**src/rtl/prog_loader.sv**
```systemverilog
// prog_loader: boot loader that parses a length-prefixed, big-endian byte stream,
// writes each 32-bit word into instruction memory and then releases the CPU.
module prog_loader #(
   parameter int unsigned ADDR_W  = 8,
   parameter int unsigned TIMEOUT = 1000
) (
   input  logic              clk,
   input  logic              rst,
   input  logic              byte_valid,
   input  logic [7:0]        byte_data,
   output logic              byte_ready,
   output logic              im_we,
   output logic [ADDR_W-1:0] im_addr,
   output logic [31:0]       im_wdata,
   output logic              cpu_run,
   output logic              err,
   output logic [15:0]       words_loaded
);

   localparam int unsigned IDLE_W = (TIMEOUT < 2) ? 1 : $clog2(TIMEOUT + 1);
   localparam logic [63:0] DEPTH  = 64'(1) << ADDR_W;

   typedef enum logic [2:0] {
      S_CNT_HI = 3'd0,
      S_CNT_LO = 3'd1,
      S_WORD   = 3'd2,
      S_WRITE  = 3'd3,
      S_RUN    = 3'd4,
      S_ERR    = 3'd5
   } state_t;

   state_t              r_state;
   state_t              w_state_nxt;

   logic                r_byte_ready;
   logic                r_im_we;
   logic                r_cpu_run;
   logic                r_err;
   logic [ADDR_W-1:0]   r_im_addr;
   logic [31:0]         r_im_wdata;
   logic [15:0]         r_words;
   logic [15:0]         r_count;
   logic [23:0]         r_word;
   logic [1:0]          r_pos;
   logic [IDLE_W-1:0]   r_idle;

   logic                w_accept;
   logic                w_idle_st;
   logic                w_timeout;
   logic                w_last;
   logic [15:0]         w_count;
   logic                w_byte_ready_nxt;
   logic                w_we_nxt;
   logic                w_run_nxt;
   logic                w_err_nxt;

   assign w_accept  = byte_valid & r_byte_ready;
   assign w_count   = {r_count[15:8], byte_data};
   assign w_idle_st = (r_state == S_CNT_LO) || (r_state == S_WORD);
   assign w_timeout = w_idle_st && !w_accept &&
                      ((32'(r_idle) + 32'd1) >= 32'(TIMEOUT));
   assign w_last    = ((r_words + 16'd1) == r_count);

   // State register
   always_ff @(posedge clk) begin
      if (rst) r_state <= S_CNT_HI;
      else     r_state <= w_state_nxt;
   end

   // Next-state logic
   always_comb begin
      w_state_nxt = r_state;
      case (r_state)
         S_CNT_HI: begin
            if (w_accept) w_state_nxt = S_CNT_LO;
         end
         S_CNT_LO: begin
            if (w_accept) begin
               if (w_count == 16'd0)             w_state_nxt = S_RUN;
               else if (64'(w_count) > DEPTH)    w_state_nxt = S_ERR;
               else                              w_state_nxt = S_WORD;
            end else if (w_timeout) begin
               w_state_nxt = S_ERR;
            end
         end
         S_WORD: begin
            if (w_accept && (r_pos == 2'd3)) w_state_nxt = S_WRITE;
            else if (w_timeout)              w_state_nxt = S_ERR;
         end
         S_WRITE: w_state_nxt = w_last ? S_RUN : S_WORD;
         S_RUN:   w_state_nxt = S_RUN;
         S_ERR:   w_state_nxt = S_ERR;
         default: w_state_nxt = S_ERR;
      endcase
   end

   // Output decode from the upcoming state so the registered outputs track it
   always_comb begin
      w_byte_ready_nxt = 1'b0;
      w_we_nxt         = 1'b0;
      w_run_nxt        = 1'b0;
      w_err_nxt        = 1'b0;
      case (w_state_nxt)
         S_CNT_HI, S_CNT_LO, S_WORD: w_byte_ready_nxt = 1'b1;
         S_WRITE:                    w_we_nxt         = 1'b1;
         S_RUN:                      w_run_nxt        = 1'b1;
         S_ERR:                      w_err_nxt        = 1'b1;
         default:                    w_err_nxt        = 1'b1;
      endcase
   end

   // Datapath and output registers
   always_ff @(posedge clk) begin
      if (rst) begin
         r_byte_ready <= 1'b1;
         r_im_we      <= 1'b0;
         r_cpu_run    <= 1'b0;
         r_err        <= 1'b0;
         r_im_addr    <= '0;
         r_im_wdata   <= '0;
         r_words      <= '0;
         r_count      <= '0;
         r_word       <= '0;
         r_pos        <= '0;
         r_idle       <= '0;
      end else begin
         r_byte_ready <= w_byte_ready_nxt;
         r_im_we      <= w_we_nxt;
         r_cpu_run    <= w_run_nxt;
         r_err        <= w_err_nxt;

         if (w_accept && (r_state == S_CNT_HI)) r_count[15:8] <= byte_data;
         if (w_accept && (r_state == S_CNT_LO)) r_count[7:0]  <= byte_data;

         if (w_accept && (r_state == S_WORD)) begin
            r_word <= {r_word[15:0], byte_data};
            r_pos  <= r_pos + 2'd1;
         end

         // Idle counter only runs while waiting for frame bytes
         if (w_idle_st) begin
            if (w_accept)        r_idle <= '0;
            else if (!w_timeout) r_idle <= r_idle + IDLE_W'(1);
         end else begin
            r_idle <= '0;
         end

         // Address and data are captured on entry so they are valid during WRITE
         if ((r_state == S_WORD) && (w_state_nxt == S_WRITE)) begin
            r_im_addr  <= ADDR_W'(r_words);
            r_im_wdata <= {r_word, byte_data};
         end

         if (r_state == S_WRITE) r_words <= r_words + 16'd1;
      end
   end

   assign byte_ready   = r_byte_ready;
   assign im_we        = r_im_we;
   assign im_addr      = r_im_addr;
   assign im_wdata     = r_im_wdata;
   assign cpu_run      = r_cpu_run;
   assign err          = r_err;
   assign words_loaded = r_words;

endmodule

```
**config.mk**
```make
export PLATFORM = sky130hd
export DESIGN_NAME = prog_loader
export DESIGN_NICKNAME = d
export VERILOG_FILES = /design/src/rtl/prog_loader.sv
export SDC_FILE = /design/constraint.sdc
export NUM_CORES = 1
export LEC_CHECK = 0
export CAP_MARGIN = 20
export CORE_MARGIN = 3
export CORE_UTILIZATION = 54
export DETAILED_ROUTE_END_ITERATION = 12
export MAX_ROUTING_LAYER = met4
export PLACE_DENSITY = 0.9
export SYNTH_ARGS = -nofsm -noshare
export SYNTH_HDL_FRONTEND = slang
export SYNTH_SLANG_ARGS = --single-unit
```
**constraint.sdc**
```tcl
create_clock -name clk -period 3.03 [get_ports clk]
set_clock_uncertainty 0.1 [all_clocks]
set_input_delay 0.606 -clock clk [delete_from_list [all_inputs] [get_ports clk]]
set_output_delay 0.606 -clock clk [all_outputs]
set_load 0.01 [all_outputs]
```
# Yosys cells after proc, flatten, opt, wreduce, memory -nomap -nowiden
# Index checks and enable logic that the tools add are counted.
# classes
add_sub_neg	4
multipliers	0
n_div	0
magnitude_cmp	2
eq_ne	10
n_shift	0
muxes	12
bitwise_logic	2
n_reduce_logical	15
# ops
operator	n
$mux 3	7
$add 16x1->16 const B	1
$eq 16x16->1	1
$gt 16x9->1 const B	1
$logic_not 16->1	1
$pmux 3 s5	1
$eq 3x2->1 const B	4
$add 10x1->11 const B	1
$ge 11x10->1 const B	1
$add 10x1->10 const B	1
$logic_and 1x1->1	7
$eq 3x1->1 const B	2
$eq 3x3->1 const B	2
$logic_not 3->1	2
$reduce_or 3->1	2
$reduce_or 5->1	1
$mux 1	4
$add 2x1->2 const B	1
$eq 2x2->1 const B	1
$and 1x1->1	1
$logic_not 1->1	1
$logic_or 1x1->1	1
$not 1->1	1
# word_totals
reg_bits	115
latch_bits	0
mem_bits_rw	0
romBits	0
inputBits	11
out_inout_bits	60
mem_count	0

# Longest topological paths before layout
# depth
word_depth	10
depth_mapped	11
depth_no_buf	9

# Worst setup path before layout
# OpenSTA, ideal clock, no wires.
# synth_timing
path_type	register to register
from	register r_words[0], in the netlist words_loaded[0]
to	register r_err, in the netlist err
t_arrival_ns	2.513
required_time_ns	2.808
path_slack_ns	0.296
stages_incl_launch_ff	9
synth_period_minus_slack_ns	2.734
cell_sequence	dfxtp_1 > ha_1 > and4_1 > nand2_1 > xnor2_1 > or4_1 > nor4_1 > a31oi_1 > o31a_2
# synth_via
elab_chain_cells	7
elab_cells_between_ends	11
# synth_lines
item	line_no	rtl
start: declaration	41	logic [15:0] r_words;
start signal: assignment	154	if (r_state == S_WRITE) r_words <= r_words + 16'd1;
$add 16x1->16 *	62	assign w_last = ((r_words + 16'd1) == r_count);
$eq 16x16->1 *	62	
$mux 3 *	90	S_WRITE: w_state_nxt = w_last ? S_RUN : S_WORD;
$pmux 3 s5 *	73	case (r_state)
$eq 3x2->1, or another cell as far along	103	case (w_state_nxt)
$reduce_or 5->1 (no line) *	n/a	
$mux 1 *	103	
end signal: assignment	130	r_err <= w_err_nxt;
end: declaration	38	logic r_err;
# Mark *: on every way between the ends. The rest lies on a longest branch, timed or not.
# A chain may end at the register's enable or synchronous reset.

# Final worst setup path
# layout_timing
from	register r_words[4], in the netlist words_loaded[4]
to	register r_err, in the netlist err
# The elaborated chain is that of the path after synthesis.

==> impl_results.md <==
- Vias/cell: 5.81
- Gr usage total: 27.2%
- Reg clk slew, reported paths: 60 ps
- First-pass GRT wire length: 21900 um
- Leakage power: 2.14 nW
- Fin. Hold Viols: 0
- Starting Density: 56.8%
- CTS root buf: clkbuf_8
- # H-tree levels: 4
- RSZ-0062 raised after global routing: false
- Drt initial violations: 432
- CP Class: flip-flop to flip-flop
- Slew Limit Fails: 0
- Count of cell types in the netlist: 55
- TritonCTS clock tree: built
- CORE AREA: 8930 um^2
- Vias in the first global route: 4497
- Max IR drop VDD: 0.446 mV
- Nets: 714
- Layout cells sized above 1: 9.41%
- Die ar.: 10600 um^2
- Worst slew pin tran: 610 ps
- Nature of the critical path endpoint: flip-flop
- Pwr dens: 657 nW/um^2
- Crit path arrival time: 3150 ps
- Min Tclk post-route: 2840 ps
- Synthesis Warnings: 0
- Final setup fails: 0
- Final RePlAce weighted congestion: 1.00
- Vias post-DR: 4766
- Post-CTS Setup Bufs: 0
- FP Rows: 34
- Layout area overhead: 26.7%
- Grt ovf: 0
- CP startpoint kind: flip-flop
- Max_slew headroom: 59.3%
- Clk buf depth: 2
- Async set-reset flop share out of synthesis: 0%
- Worst skew pair latency: 520 ps
- Fin crit share: 93.8%
- WP data required: 3340 ps
- Worst min-delay path class: flip-flop to flip-flop
- Flops & latches, synth: 115
- Max Fanout on Critical Path: 12
- Synthesized netlist cell count: 634
- Residual DRC: 0
- Chip height: 103 um
- CTS sink count: 115
- Outcome: completed
- Synth Area per Inst: 8.00 um^2
- Post-Syn Nets: 649
- Inserted Diodes: 0
- Largest net degree at the start of global routing: 49
- Max cap viols: 0
- Io pins: 71
- CTS buffer count: 17
- Post-synth top flop: dfxtp_1
- CTS Hold Bufs: 0
- HPWL Detailed: 8740 um
- Number of enable flip-flop cells after synthesis: 0
- IO Port Bufs: 70
- Fmax: 352 MHz
- First-pass iteration count of the detailed router: 5
- DRT Wirelength: 13600 um
- Die width: 103 um
- ANT nets after route: 0
- Hold Worst Slack: 354 ps
- DR WL/cell: 16.6 um
- Setup TNS: 0 ps
- Initial antenna violation count: 0
- Post-synthesis sequential area ratio: 45.4%
- Post-Synthesis Cell Area: 5070 um^2
==> synth_stat cells (2+ instances only) <==
cell type	instances	area (um^2)
and3_1	2	12.5
buf_4	6	45.0
nor3b_1	3	22.5
nor4_1	6	37.5
mux2i_1	2	20.0
or4_1	3	22.5
nand3_1	26	130
a31oi_1	3	18.8
xor2_1	18	158
nand3b_1	2	15.0
and4_1	3	26.3
nand4_1	7	43.8
nand2b_1	4	25.0
nor2b_1	4	25.0
o21ai_0	8	40.0
buf_2	2	10.0
or3_1	4	25.0
a21oi_1	97	485
inv_1	5	18.8
xnor2_1	27	236
ha_1	4	50.1
buf_6	3	33.8
dfxtp_1	115	2300
clkbuf_1	27	101
nor3_1	7	35.0
nand2_1	176	661
nor2_1	41	154
a211oi_1	2	15.0
==> final timing paths <==
kind,from,end,slack [ps],cells past startpoint
worst max-delay path,words_loaded[4],err,190,7
worst min-delay path,im_addr[2],im_addr[2],350,2
worst max register to register,words_loaded[4],err,190,7
worst min register to register,im_addr[2],im_addr[2],350,2
==> worst max-delay path: stages, from the launching register on <==
cell and delay (ps):
dfxtp_1 600, and4_1 350, nand2_1 90, xnor2_1 140, or4_1 540, nor4_1 270, a31oi_1 250, o31a_2 390
==> layout make-up <==
type,instances,area (um^2)
Clock buffer,19,442
Clock inverter,13,139
Fill cell,656,2510
Inverter,5,18.8
Multi-Input combinational cell,474,2560
Sequential cell,115,2300
Tap cell,108,135
Timing Repair Buffer,86,828
==> layer usage <==
layer | wire length, um | global-route usage [%] | up-vias
li1 | - | - | 2277
met1 | 5890 | 36.7 | 2239
met2 | 6460 | 40.2 | 220
met3 | 1000 | 6.36 | 30
met4 | 269 | 9.46 | 0
met5 | 0 | - | -
==> stage by stage <==
stage | cell area, um^2 | util, % | power, mW | setup WS [ps] | cells
floorplan | 5070 | - | 2.09 | 296 | 634
CTS | 6410 | 71.7 | 4.22 | 123 | 820
finish | 6420 | 71.9 | 4.22 | 189 | 820
global route | 6420 | 71.9 | 4.36 | 7.14 | 820
global placement | 5830 | 65.2 | 2.26 | 294 | 788
detailed placement | 5830 | 65.2 | 2.27 | 195 | 788
==> layout by cell type (no fill, tap or decap), types with 4 or more instances in the layout <==
cell,Yosys,final
a21oi_1,97,97
nand3_1,26,26
nor4_1,6,5
nor2b_1,4,4
xnor2_1,27,27
or3_1,4,4
nand4_1,7,7
nor2_1,41,40
nand2b_1,4,4
buf_4,6,15
inv_6,0,6
clkdlybuf4s50_1,0,69
o21ai_0,8,7
nor3_1,7,6
xor2_1,18,18
clkbuf_16,0,16
inv_1,5,5
nand2_1,176,176
dfxtp_1,115,115
==> registers in the layout, summed over array words and instances (netlist names) <==
signal / flops
words_loaded: 16
im_we: 1
im_addr: 8
r_idle: 10
cpu_run: 1
r_count: 16
im_wdata: 32
r_word: 24
r_state: 3
byte_ready: 1
err: 1
r_pos: 2
==> cells by family after synthesis <==
| group | synth area share (%) |
|---|---|
| muxes | 0.395 |
| DFF | 45.4 |
| buffers and inverters | 4.59 |
| AOI/OAI and AO/OA | 14.4 |
| xor gates and xnor gates | 7.77 |
| adders and majority gates | 0.987 |
| and+or+nand+nor | 26.4 |
==> power by group <==
group / total [mW] / internal, mW / switching [mW]
clock network: 1.96 / 1.16 / 0.795
logic: 0.563 / 0.229 / 0.334
registers: 1.70 / 1.59 / 0.115
==> what timing repair did <==
| action | CTS | global route |
|---|---|---|
| hold endpoints to repair | 0 | 0 |
| resized for setup | 0 | 5 |
| setup endpoints to repair | 0 | 3 |
(Power assumes the default switching activity.)
